File: src/rtl/arbiter_pkg.sv
// Shared types and helpers for the N-master bus arbiter.
// Optional hold-limit logic is enabled with macro ARB_TIMEOUT_EN.
package arbiter_pkg;

  typedef enum logic {
    IDLE  = 1'b0,
    GRANT = 1'b1
  } arb_state_e;

  localparam int unsigned PRIO_FIXED  = 0;
  localparam int unsigned PRIO_RR     = 1;
  localparam int unsigned MAX_MASTERS = 32;

  function automatic logic [MAX_MASTERS-1:0] onehot(input int unsigned idx);
    return MAX_MASTERS'(1) << idx;
  endfunction

  // Lowest set bit position; 0 when the vector is empty.
  function automatic int unsigned index_of(input logic [MAX_MASTERS-1:0] v);
    int unsigned idx;
    idx = 0;
    for (int unsigned i = MAX_MASTERS; i > 0; i--) begin
      if (v[i-1]) idx = i - 1;
    end
    return idx;
  endfunction

endpackage

File: src/rtl/arbiter_rr_picker.sv
// Combinational winner selection: rotate requests by the pointer, priority
// encode, rotate the index back. Fixed mode uses a pointer of zero.
module arbiter_rr_picker
  import arbiter_pkg::*;
#(
  parameter int unsigned NUM_MASTERS = 4,
  parameter int unsigned IDW         = 2
) (
  input  logic [NUM_MASTERS-1:0] req,
  input  logic [IDW-1:0]         ptr,
  input  logic                   mode,
  output logic                   valid,
  output logic [IDW-1:0]         win
);

  int unsigned            base;
  int unsigned            k;
  logic [MAX_MASTERS-1:0] rot;
  logic [IDW-1:0]         src;

  always_comb begin
    base = 0;
    if (mode && (32'(ptr) < NUM_MASTERS)) base = 32'(ptr);
    rot = '0;
    src = '0;
    for (int unsigned i = 0; i < NUM_MASTERS; i++) begin
      src    = IDW'((i + base) % NUM_MASTERS);
      rot[i] = req[src];
    end
    valid = |req;
    k     = index_of(rot);
    win   = IDW'((k + base) % NUM_MASTERS);
  end

endmodule

File: src/rtl/arbiter_nmaster.sv
// N-master bus arbiter with registered one-hot grants, fixed or round-robin.
// Define ARB_TIMEOUT_EN to force release after MAX_HOLD consecutive grant cycles.
module arbiter_nmaster
  import arbiter_pkg::*;
#(
  parameter int unsigned NUM_MASTERS   = 4,
  parameter int unsigned PRIORITY_MODE = 1,
  parameter int unsigned MAX_HOLD      = 16,
  localparam int unsigned IDW          = $clog2(NUM_MASTERS)
) (
  input  logic                   clk,
  input  logic                   rst,
  input  logic [NUM_MASTERS-1:0] breq,
  output logic [NUM_MASTERS-1:0] bgrant,
  output logic [IDW-1:0]         grant_id,
  output logic                   bus_busy,
  output logic                   timeout
);

  localparam logic MODE_RR = (PRIORITY_MODE == PRIO_RR);

  if (NUM_MASTERS < 2 || NUM_MASTERS > MAX_MASTERS || MAX_HOLD < 2) begin : g_bad_params
    $error("arbiter_nmaster: unsupported parameter values");
  end

  arb_state_e             state_q, state_d;
  logic [NUM_MASTERS-1:0] bgrant_q, bgrant_d;
  logic [IDW-1:0]         grant_id_q, grant_id_d;
  logic [IDW-1:0]         ptr_q, ptr_d;
  logic [NUM_MASTERS-1:0] pick_req;
  logic                   pick_valid;
  logic [IDW-1:0]         pick_win;
  logic [MAX_MASTERS-1:0] win_oh;

`ifdef ARB_TIMEOUT_EN
  localparam int unsigned HW = $clog2(MAX_HOLD);
  logic [HW-1:0]          hold_q, hold_d;
  logic [NUM_MASTERS-1:0] mask_q, mask_d;
  logic                   timeout_q, timeout_d;

  // A mask that would block every requester is ignored so a sole requester is regranted.
  always_comb begin
    pick_req = breq & ~mask_q;
    if (pick_req == '0) pick_req = breq;
  end
`else
  always_comb pick_req = breq;
`endif

  arbiter_rr_picker #(
    .NUM_MASTERS (NUM_MASTERS),
    .IDW         (IDW)
  ) u_picker (
    .req   (pick_req),
    .ptr   (ptr_q),
    .mode  (MODE_RR),
    .valid (pick_valid),
    .win   (pick_win)
  );

  always_comb begin
    state_d    = state_q;
    bgrant_d   = bgrant_q;
    grant_id_d = grant_id_q;
    ptr_d      = ptr_q;
    win_oh     = onehot(32'(pick_win));
`ifdef ARB_TIMEOUT_EN
    hold_d     = hold_q;
    mask_d     = mask_q;
    timeout_d  = 1'b0;
`endif
    case (state_q)
      IDLE: begin
        if (pick_valid) begin
          state_d    = GRANT;
          bgrant_d   = win_oh[NUM_MASTERS-1:0];
          grant_id_d = pick_win;
          if (MODE_RR) ptr_d = IDW'((32'(pick_win) + 32'd1) % NUM_MASTERS);
`ifdef ARB_TIMEOUT_EN
          hold_d = '0;
          mask_d = '0;
`endif
        end
      end
      GRANT: begin
        if (!breq[grant_id_q]) begin
          state_d  = IDLE;
          bgrant_d = '0;
        end
`ifdef ARB_TIMEOUT_EN
        else if (hold_q == HW'(MAX_HOLD - 1)) begin
          state_d   = IDLE;
          bgrant_d  = '0;
          timeout_d = 1'b1;
          mask_d    = bgrant_q;
        end else begin
          hold_d = hold_q + 1'b1;
        end
`endif
      end
      default: begin
        state_d  = IDLE;
        bgrant_d = '0;
      end
    endcase
  end

  always_ff @(posedge clk) begin
    if (rst) begin
      state_q    <= IDLE;
      bgrant_q   <= '0;
      grant_id_q <= '0;
      ptr_q      <= '0;
    end else begin
      state_q    <= state_d;
      bgrant_q   <= bgrant_d;
      grant_id_q <= grant_id_d;
      ptr_q      <= ptr_d;
    end
  end

`ifdef ARB_TIMEOUT_EN
  always_ff @(posedge clk) begin
    if (rst) begin
      hold_q    <= '0;
      mask_q    <= '0;
      timeout_q <= 1'b0;
    end else begin
      hold_q    <= hold_d;
      mask_q    <= mask_d;
      timeout_q <= timeout_d;
    end
  end

  assign timeout = timeout_q;
`else
  assign timeout = 1'b0;
`endif

  assign bgrant   = bgrant_q;
  assign grant_id = grant_id_q;
  assign bus_busy = (state_q == GRANT);

endmodule
File: config.mk
export PLATFORM = sky130hd
export DESIGN_NAME = arbiter_nmaster
export DESIGN_NICKNAME = d
export VERILOG_FILES = /design/src/rtl/arbiter_pkg.sv /design/src/rtl/arbiter_rr_picker.sv /design/src/rtl/arbiter_nmaster.sv
export SDC_FILE = /design/constraint.sdc
export NUM_CORES = 1
export LEC_CHECK = 0
export BUFFER_PORTS_ARGS = -buffer_cell sky130_fd_sc_hd__buf_4
export CAP_MARGIN = 10
export CELL_PAD_IN_SITES_DETAIL_PLACEMENT = 0
export CELL_PAD_IN_SITES_GLOBAL_PLACEMENT = 1
export CORE_MARGIN = 1.5
export CORE_UTILIZATION = 39
export CTS_BUF_LIST = sky130_fd_sc_hd__clkbuf_4
export DETAILED_ROUTE_END_ITERATION = 7
export GPL_ROUTABILITY_DRIVEN = 0
export HOLD_SLACK_MARGIN = 0.08
export PLACE_DENSITY = 0.81
export SLEW_MARGIN = 10
export SYNTH_ARGS = -nofsm -noshare
export SYNTH_HDL_FRONTEND = slang
export SYNTH_SLANG_ARGS = --single-unit
File: constraint.sdc
create_clock -name clk -period 3.1 [get_ports clk]
set_clock_uncertainty 0.2 [all_clocks]
set_input_delay 0.155 -clock clk [delete_from_list [all_inputs] [get_ports clk]]
set_output_delay 0.155 -clock clk [all_outputs]
set_load 0.02 [all_outputs]
==> run metrics <==
pre-CTS WS 0.724 ns; total gr overflow 0; RSZ-0062 raised after global routing false; Final Hold Fails 0; largest family of logic cells by synthesized area compound AO/OA/AOI/OAI gates; Area contributors post-synth dfxtp_1 32%, buf_6 7.9%, nor2_1 7.3%, mux4_1 4.6%, a22o_1 3.1%; wire per inst ~12 um; vias in the first global route 423; Setup TNS Final 0 ns; Max VDD drop 0.430 mV; final number of setup-violating endpoints 0; hold slack about 0.25 ns; ANT nets after route 0; share of the synthesized area in the top cell type 31.7%; Row Count 13; mux share of post-synthesis cell area 4.63%; most frequent cells after synthesis 11 x nor2_1, 9 x dfxtp_1, 4 x buf_6, 4 x nand2_1; Hold WC Path Type reg2reg; power per cell area about 820 nW/um^2; Setup Buffers After CTS 0; residual DRC count 0; Total GRT Usage 16.6%; post-cts sizing count 0; worst path cell trace dlygate4sd3_1 -> buf_4 -> inv_1 -> o311a_1 -> o211ai_1 -> ha_1 -> xor2_1 -> xnor2_1 -> or3_1 -> a21oi_1; first-pass GRT wire length ~1800 um; Sink Count 9; First-pass DRT Iterations 4; Worst setup EP type register; H-tree depth 1; pins over their slew limit 0; Initial Util between 40 and 50%; Post-Synth Adder-Cell Area roughly 2.2%; cell taking the most area after synthesis dfxtp_1; Max Fclk around 0.41 GHz; share of layout cells above drive strength 1 between 20 and 25%; Tmin final approximately 2.4 ns; core area ~1300 um^2; CTS Buf Count 3; die area roughly 1700 um^2; Cell variety after synth 30; # IOs 14; Max FO, Critical Path 6; Largest stage delay, worst path about 0.53 ns; largest net degree at the start of global routing 13; post-route clock period utilization slightly below 80%; PortBufs 12; number of synthesized register bits 9; element type at the critical path start input port; Max-Cap Viols 0; Post-synth EDFFs 0; status complete, no violations; DP HPWL ~800 um; Antenna Cells 0; worst path arrival time around 2.5 ns; hold_buf cts 3; worst setup margin 0.652 ns; synthesized area around 570 um^2; syn nets 73; DRT iter0 DRCs 6; clk slew on worst S/H paths 0.06 ns; fraction of the mapped netlist area in compound gates between 20% and 30%; dpl cells 88; Crit-path slowest cell dlygate4sd3_1; Die H 41.2 um; Critical Path RT 3.10 ns; Lkg Pwr between 0.0002 and 0.0003 uW; critical path type in2reg; Max Root-Sink Buffers 2; Via density around 5.3; area grow syn2layout 20.5%; CTS tree done; sequential share of the synthesized area 31.7%; Primary FF master, synth dfxtp_1; most common cell in the netlist nor2_1; worst skew pair latency between 0.2 and 0.3 ns; Final nets about 90; initial antenna violation count 0; XOR/XNOR Fraction of Synth Area 6.17%; Synth Warn # 0; routed vias approximately 510; final wirelength between 1000 and 1500 um; average size of a mapped cell roughly 8.6 um^2; non-filler cells, final 95; Async SR Flop Fraction 0%; Post-Synthesis Cells 66; CTS root buf clkbuf_4; die width just over 40 um; simple-gate share of the synthesized area 19.4%
-- placed cells by master, fill, tap and decap left out, types with 3 or more instances in the layout --
cell           instances
buf_4                 12
nor2_1                11
dfxtp_1                9
nand2_1                4
clkbuf_4               4
inv_1                  3
a21oi_1                3
dlygate4sd3_1          3
-- area by class of cell --
class	instances	area, um^2
fillers	132	649
multi-input cells	49	324
well taps	15	18.8
clock buffers	4	30.0
repair buffers	15	120
inverters	3	11.3
flip-flops and latches	9	180
-- through the flow --
| step | util (%) | power, uW | cell area [um^2] |
|---|---|---|---|
| after CTS | 51.3 | 566 | 684 |
| after global placement | 46.8 | 460 | 624 |
| after floorplan | - | 393 | 568 |
| after detailed placement | 46.8 | 462 | 624 |
| final | 51.3 | 560 | 684 |
| after global routing | 51.3 | 601 | 684 |
-- power by group --
| group | internal [uW] | switching [uW] | total, uW |
|---|---|---|---|
| Clock | 58.3 | 40.5 | 98.8 |
| Sequential | 154 | 38.3 | 192 |
| Combinational | 127 | 142 | 269 |
| Total | 339 | 221 | 560 |
-- flip-flops by register name, summed over array words and instances, names as in the netlist --
register,count
grant_id,2
bus_busy,1
ptr_q,2
bgrant,4
-- kinds of logic after synthesis --
logic type	after synthesis
AOI/OAI and AO/OA	18
buffers and inverters	8
other	1
and+or+nand+nor	24
xor gates and xnor gates	4
adders and majority gates	1
muxes	1
DFF	9
-- worst max-delay path, delay by kind of cell --
family | cells | cell delay, ns
buffers and inverters | 3 | 0.72
and+or+nand+nor | 1 | 0.30
xor gates and xnor gates | 2 | 0.32
adders and majority gates | 1 | 0.30
AOI/OAI and AO/OA | 3 | 0.66
-- path summary, 6_finish.rpt --
| kind | from | endpoint | slack, ns | cells after the start |
|---|---|---|---|---|
| worst min register to register | bgrant[2]$_SDFFE_PP0P_ | bgrant[2]$_SDFFE_PP0P_ | 0.25 | 2 |
| worst min-delay path | bgrant[2]$_SDFFE_PP0P_ | bgrant[2]$_SDFFE_PP0P_ | 0.25 | 2 |
| worst max-delay path | breq[3] | ptr_q[1]$_SDFFE_PP0P_ | 0.65 | 10 |
| worst max register to register | ptr_q[0]$_SDFFE_PP0P_ | ptr_q[1]$_SDFFE_PP0P_ | 0.69 | 7 |
-- metal layers --
metal / GRT usage (%) / wire (um) / part of all wire (%) / vias to the layer above
li1: - / - / - / 268
met1: 23.0 / 578 / 52 / 225
met2: 23.4 / 454 / 41 / 12
met3: 8.15 / 70 / 6.3 / 0
met4: 2.42 / 0 / 0 / 0
met5: 0 / 0 / 0 / -
(Power assumes the default switching activity.)
